**src/rtl/redux_pkg.sv**
```systemverilog
// Shared types and widths for the Redux-V 8-bit core.
package redux_pkg;

  localparam int LARGURA_ENDERECO  = 8;
  localparam int LARGURA_INSTRUCAO = 8;
  localparam int LARGURA_CONTADOR  = 16;

  typedef enum logic [1:0] {
    INICIO = 2'd0,
    BUSCA  = 2'd1,
    PARADO = 2'd2
  } estado_busca_t;

endpackage

```
**src/rtl/contador_saturado.sv**
```systemverilog
// Up-counter that sticks at all-ones instead of wrapping.
module contador_saturado #(
  parameter int LARGURA = 16
) (
  input  logic               clk,
  input  logic               rst_n,
  input  logic               habilita,
  output logic [LARGURA-1:0] valor
);

  always_ff @(posedge clk or negedge rst_n) begin
    if (!rst_n) begin
      valor <= '0;
    end else if (habilita && (valor != '1)) begin
      valor <= valor + LARGURA'(1);
    end
  end

endmodule

```
**src/rtl/unidade_busca.sv**
```systemverilog
// Instruction fetch unit: drives the PC to a combinational memory and holds
// one fetched instruction for decode, with redirect, halt and end-address stop.
module unidade_busca
  import redux_pkg::*;
#(
  parameter logic [LARGURA_ENDERECO-1:0] ENDERECO_INICIAL = 8'd0,
  parameter logic [LARGURA_ENDERECO-1:0] ENDERECO_FIM     = 8'd40
) (
  input  logic                         clk,
  input  logic                         rst_n,
  output logic [LARGURA_ENDERECO-1:0]  endereco,
  input  logic [LARGURA_INSTRUCAO-1:0] instrucao,
  input  logic                         desvio_valido,
  input  logic [LARGURA_ENDERECO-1:0]  desvio_alvo,
  input  logic                         parar,
  output logic [LARGURA_INSTRUCAO-1:0] saida_instrucao,
  output logic [LARGURA_ENDERECO-1:0]  saida_pc,
  output logic                         saida_valida,
  input  logic                         saida_pronta,
  output logic                         parado,
  output logic [LARGURA_CONTADOR-1:0]  buscadas
);

  estado_busca_t               estado;
  estado_busca_t               proximo;
  logic [LARGURA_ENDERECO-1:0] pc;
  logic                        transferencia;
  logic                        slot_livre;
  logic                        captura;
  logic                        carrega_desvio;

  // Handshake: an instruction moves to decode on any edge where
  // saida_valida && saida_pronta; saida_valida never drops without a transfer
  // or a redirect flush, and the payload is stable while valid and not ready.
  assign transferencia = saida_valida && saida_pronta;
  assign slot_livre    = !saida_valida || saida_pronta;
  assign endereco      = pc;

  always_ff @(posedge clk or negedge rst_n) begin
    if (!rst_n) begin
      estado <= INICIO;
    end else begin
      estado <= proximo;
    end
  end

  always_comb begin
    proximo = estado;
    unique case (estado)
      INICIO: proximo = BUSCA;
      BUSCA: begin
        if (desvio_valido) begin
          proximo = BUSCA;
        end else if (parar || (pc == ENDERECO_FIM)) begin
          proximo = PARADO;
        end
      end
      PARADO: begin
        if (desvio_valido) begin
          proximo = BUSCA;
        end
      end
      default: proximo = INICIO;
    endcase
  end

  // Redirect outranks halt and end-address; capture needs every other
  // condition clear plus room in the output register.
  always_comb begin
    carrega_desvio = desvio_valido;
    captura        = 1'b0;
    parado         = 1'b0;
    unique case (estado)
      INICIO: captura = 1'b0;
      BUSCA: begin
        captura = !desvio_valido && !parar && (pc != ENDERECO_FIM) && slot_livre;
      end
      PARADO: parado = 1'b1;
      default: captura = 1'b0;
    endcase
  end

  always_ff @(posedge clk or negedge rst_n) begin
    if (!rst_n) begin
      pc <= ENDERECO_INICIAL;
    end else if (carrega_desvio) begin
      pc <= desvio_alvo;
    end else if (captura) begin
      pc <= pc + 8'd1;
    end
  end

  always_ff @(posedge clk or negedge rst_n) begin
    if (!rst_n) begin
      saida_instrucao <= '0;
      saida_pc        <= '0;
      saida_valida    <= 1'b0;
    end else if (carrega_desvio) begin
      saida_valida <= 1'b0;
    end else if (captura) begin
      saida_instrucao <= instrucao;
      saida_pc        <= pc;
      saida_valida    <= 1'b1;
    end else if (transferencia) begin
      saida_valida <= 1'b0;
    end
  end

  contador_saturado #(
    .LARGURA(LARGURA_CONTADOR)
  ) u_contador (
    .clk      (clk),
    .rst_n    (rst_n),
    .habilita (captura),
    .valor    (buscadas)
  );

endmodule

```
**config.mk**
```make
export PLATFORM = sky130hd
export DESIGN_NAME = unidade_busca
export DESIGN_NICKNAME = d
export VERILOG_FILES = /design/src/rtl/redux_pkg.sv /design/src/rtl/contador_saturado.sv /design/src/rtl/unidade_busca.sv
export SDC_FILE = /design/constraint.sdc
export NUM_CORES = 1
export LEC_CHECK = 0
export BUFFER_PORTS_ARGS = -buffer_cell sky130_fd_sc_hd__buf_2
export CORE_ASPECT_RATIO = 0.6
export CORE_MARGIN = 2
export CORE_UTILIZATION = 56
export DETAILED_ROUTE_END_ITERATION = 6
export PLACE_DENSITY = 0.85
export SLEW_MARGIN = 20
export SYNTH_ARGS = -nofsm -noshare
export SYNTH_HDL_FRONTEND = slang
export SYNTH_HIERARCHICAL = 1
export SYNTH_SLANG_ARGS = --single-unit
```
**constraint.sdc**
```tcl
create_clock -name clk -period 7.1 [get_ports clk]
set_clock_uncertainty 0.2 [all_clocks]
set_input_delay 0.355 -clock clk [delete_from_list [all_inputs] [get_ports clk]]
set_output_delay 0.355 -clock clk [all_outputs]
set_load 0.005 [all_outputs]
```
Word-level counts from Yosys, hierarchy flattened. Index checks and enable logic that the tools add are counted.

Register bits: 43. Input bits: 21. Output and inout bits: 42. Word-level logic and storage cells: 42.

Add/sub/neg operators: 2. Eq/ne operators: 7. Multiplexer cells: 11. Bitwise operators: 1. Reduce and logical (&&, ||, !) cells: 15.

Operators by type and width (count): $add 16x1->16 const B (1); $mux 8 (2); $ne 16x16->1 const B (1); $add 8x1->8 const B (1); $eq 8x6->1 const B (1); $ne 8x6->1 const B (1); $mux 2 (3); $pmux 2 s3 (1); $logic_and 1x1->1 (5); $mux 1 (5); $reduce_and 2->1 (2); $logic_not 1->1 (3); $ne 3x3->1 const B (1); $reduce_bool 3->1 (1); $eq 2x1->1 const B (1); $eq 2x2->1 const B (1); $logic_not 2->1 (1); $logic_or 1x1->1 (2); $ne 2x2->1 const B (1); $reduce_bool 2->1 (1); $not 1->1 (1).

Logic depth before layout (Yosys ltp).
Depth in word-level cells: 7. Gate-level depth with buffers: 12. Gate-level depth less buffers: 9.

Cells and area by module. The synthesis kept the hierarchy.

Modules (own cells, without submodules): unidade_busca (times used 1, cells each 110, area each 1336.3 um2, seq. area each 675.6 um2); contador_saturado (times used 1, cells each 77, area each 884.6 um2, seq. area each 400.4 um2).

Worst setup path after synthesis. OpenSTA, ideal clock, no wires.

Path type: reg2reg. Start: register pc[0], in the netlist endereco[0]. End: register u_contador.valor[15]. Library setup time: 0.125 ns. Arrival time: 2.397 ns. Data required time: 6.775 ns. Path slack: 4.378 ns. Stages on the path, launching flop included: 12. Buffers on the path: 2. Clock period less this slack: 2.722 ns. Cells stage by stage: dfrtp_1 > inv_1 > ha_1 > and4bb_2 > a211oi_4 > and2_4 > buf_8 > buf_12 > nand4_1 > nor4_4 > nand3_2 > mux2_4.

Longest elaborated chain between the ends: 5.

Ends and longest elaborated chain: from (decl) (RTL line unidade_busca.sv:26) `logic [LARGURA_ENDERECO-1:0] pc;`; from (signal assigned) (RTL line unidade_busca.sv:87) `pc <= desvio_alvo;`; from (signal assigned) (RTL line unidade_busca.sv:89) `pc <= pc + 8'd1;`; $ne 8x6->1 (RTL line unidade_busca.sv:76) `captura = !desvio_valido && !parar && (pc != ENDERECO_FIM) && slot_livre;`; $logic_and 1x1->1 (2 in a row) (RTL line unidade_busca.sv:76); $mux 1 (RTL line unidade_busca.sv:73) `unique case (estado)`; named net captura (RTL line unidade_busca.sv:29) `logic captura;`; $logic_and 1x1->1 (RTL line contador_saturado.sv:14) `end else if (habilita && (valor != '1)) begin`; to (signal assigned) (RTL line contador_saturado.sv:15) `valor <= valor + LARGURA'(1);`; to (decl) (RTL line contador_saturado.sv:8) `output logic [LARGURA-1:0] valor`.

The timed path passes the listed nets, and every way through them passes these cells. A chain may end at the register's enable or synchronous reset.

Worst setup path in the final report.
Start: register pc[0], in the netlist endereco[0]. End: register u_contador.valor[15].

Longest elaborated chain between the ends: 5.

Ends and longest elaborated chain (RTL line): $ne 8x6->1 (unidade_busca.sv:76); $logic_and 1x1->1 (2 in a row) (unidade_busca.sv:76); $mux 1 (unidade_busca.sv:73); $logic_and 1x1->1 (contador_saturado.sv:14).

No other way between the ends.

==> results by group <==
GRT
  • GRT Total Usage: a little under a quarter
  • Largest net degree at the start of global routing: 44
  • Vias in the first global route: 1599
  • Antenna violations before repair: 0
  • Remaining Overflow, GRT: 0
  • First-pass GRT wire length: between 7 and 8 mm

Layout
  • Layout area overhead: 18.0%
  • Final nets: ~270
  • Layout cell share with drive strength beyond 1: a little over a third
  • Commonest non-fill, non-tap cell in the layout: buf_2
  • Fin cells: roughly 300
  • Most frequent cells in the layout: buf_2 (62), dfrtp_1 (43), mux2_4 (11), nand2_1 (11), nor2_1 (11)
  • # diodes: 0

Yosys
  • Post-synth net total: about 210
  • Syn avg cell area: ~12 sq um
  • Top cell type's share of synthesized area: 48.5%
  • Synthesized instance count: between 150 and 200
  • Cell taking the most area after synthesis: dfrtp_1
  • Synth unique cells: 45
  • Area contributors post-synth: dfrtp_1 (48%), mux2_4 (7.4%), mux2_1 (3.5%), xnor2_1 (3.5%), nand4_1 (2.8%)
  • Synth Register Bits: 43
  • Main synth FF type: dfrtp_1
  • Ys Warns: 6
  • Async S/R FF share, synth: between 90% and 100%
  • Post-synth EDFFs: 0
  • Synthesized cell area: 2220 sq um
  • Sequential-to-total area share from yosys stat: around half

Timing
  • Max frequency: between 0.3 and 0.4 GHz
  • Slew headroom: between 30% and 40%
  • Worst Tran Pin Value: a little over 0.9 ns
  • Fin crit share: roughly 40%
  • Final setup violation count: 0
  • Period minus WS final: 2.92 ns
  • Final Hold Violating Endpoints: 2
  • Setup TNS Final: 0 ns
  • RSZ-0062 raised after global routing: no
  • Max-slew violations: 0
  • Hold Slack: -0.00127 ns

Drt
  • DR WL/cell: roughly 16 um
  • Final wirelength: around 4.6 mm
  • DRC: 0
  • Via count: 1710
  • Drt pass-1 iters: 4
  • Starting DRC count in detailed routing: 77
  • Remaining antenna violation count: 0
  • Drt via density: about 5.7

Place
  • Dpl hpwl: roughly 3.4 mm
  • Routability cong.: 0.872
  • Inst Count DP: 290
  • Port Buf Inserts: 62

Die
  • Core Area: 3740 sq um
  • Initial Util: 59.3%
  • Number of top-level pins: 63
  • FP Rows: 17
  • Die height: 52.8 um
  • Die area: roughly 4500 sq um
  • Die width: around 85 um

Setup path
  • Crit. End Element: register
  • CP Max Fanout: 21
  • WP data arrival: slightly below 3 ns
  • Largest stage delay, worst path: about 0.46 ns
  • WP data required: about 7 ns
  • Startpoint Class: register
  • Critical Setup Path Class: register to register
  • Crit-path cells: inv_1 > ha_1 > and4bb_2 > a211oi_4 > and2_4 > nand4_1 > nor4_4 > nand3_2 > mux2_4
  • Critical R2R Launch: endereco[0]
  • Reg2reg path depth: 9
  • RR Endpoint: u_contador/valor[15]
  • R2r setup slk: between 4 and 5 ns
  • CP max-delay cell: dfrtp_1

Clock tree
  • Post-cts resize count: 0
  • Max H-tree Level: 2
  • Bufs on Longest Clock Path: 2
  • # Post-CTS Setup Buffers: 0
  • Clock Latency Late Sink: 0.30 ns
  • Root Buffer: clkbuf_8
  • TritonCTS clock tree: done
  • CTS Hold Bufs: 0
  • Sink Count: 43
  • CTS clk-pin slew, worst paths: 0.09 ns
  • Total CTS buffers: 5

Status
  • Outcome: finished with violations
  • Failing checks: hold timing

Pwr
  • Total leakage power: roughly 0.0012 uW
  • P per Cell Area: roughly 290 nW/um^2
  • Sequential fraction of design power: 49.7%
  • Int Power: approximately 520 uW
  • NetSw: roughly 250 uW
  • Gate power share: a little under a third
  • Sw frac: ~32%
  • IR drop worst, VDD: between 0.2 and 0.25 mV
  • Clock share of power: about 20%

Flow run
  • Max_cap viols: 0

Min path
  • Type of the worst min-delay path: input pin to async pin
==> worst max-delay path, delay by kind of cell, from the launching register on <==
family	cells	cell delay, ns
fa+ha+maj	1	0.19
simple gates	5	1.26
mux	1	0.30
flops	1	0.46
compound gates	1	0.34
buf+inv	1	0.07
==> cells in the mapped netlist, types with 4 or more instances <==
| master | number |
|---|---|
| inv_1 | 5 |
| dfrtp_1 | 43 |
| nand2_1 | 11 |
| a31oi_1 | 5 |
| mux2_1 | 7 |
| xnor2_1 | 9 |
| a21oi_1 | 4 |
| nand3_1 | 8 |
| o21ai_0 | 8 |
| nor2_1 | 11 |
| mux2_4 | 11 |
| o21a_1 | 4 |
| nand4_1 | 10 |
==> routing by layer <==
layer  share of wire, %  global-route usage [%]  wire, um
met1                 52                    32.7      2400
met4                1.8                    8.73        82
met2                 39                    31.3      1820
met3                6.8                    7.09       315
met5                  0                       0         0
==> metrics by stage <==
step                setup slack, ns  power (uW)  hold WS (ns)  cell area (sq um)  util, %
finish                         4.18         763      -0.00127               2620     70.0
CTS                            4.18         767        0.0206               2620     70.0
detailed placement             4.18         617         0.269               2540     67.8
floorplan                      4.38         516        -0.141               2220        -
global placement               4.30         609         0.268               2540     67.8
global route                   3.98         816        0.0590               2620     70.0
==> cell families after synthesis <==
| logic type | count (synthesis) | share of synthesized area (%) |
|---|---|---|
| simple gates | 72 | 21.6 |
| flops | 43 | 48.5 |
| compound gates | 27 | 8.90 |
| mux | 20 | 11.9 |
| xor+xnor | 11 | 4.34 |
| buf+inv | 11 | 3.15 |
| fa+ha+maj | 3 | 1.69 |
==> how the worst max path moves through the flow <==
stage	startpoint	slack (ns)	endpoint
after global routing	endereco[0]	3.98	u_contador/valor[15]
after floorplan	endereco[0]	4.38	u_contador/valor[15]
after CTS	endereco[0]	4.18	u_contador/valor[15]
after detailed placement	endereco[0]	4.18	u_contador/valor[15]
final	endereco[0]	4.18	u_contador/valor[15]
after global placement	endereco[0]	4.30	u_contador/valor[14]
==> area by class of cell <==
class	count	area, sq um
clock buffers	7	76.3
clock inverters	1	5.00
fillers	273	1120
repair buffers	62	310
well taps	47	58.8
flip-flops and latches	43	1080
inverters	5	18.8
multi-input cells	133	1070
==> sequential cells by signal (all words and copies together), names as in the netlist <==
register / count
saida_instrucao: 8
saida_pc: 8
u_contador/valor: 16
endereco: 8
estado: 2
saida_valida: 1
==> power by group through the flow <==
stage	registers (uW)	logic (uW)	clock network, uW
floorplan	378	137	0
global placement	381	228	0
detailed placement	383	235	0
CTS	379	236	153
global route	390	260	166
finish	379	235	150
No activity file was read; power rests on OpenSTA's default activity.
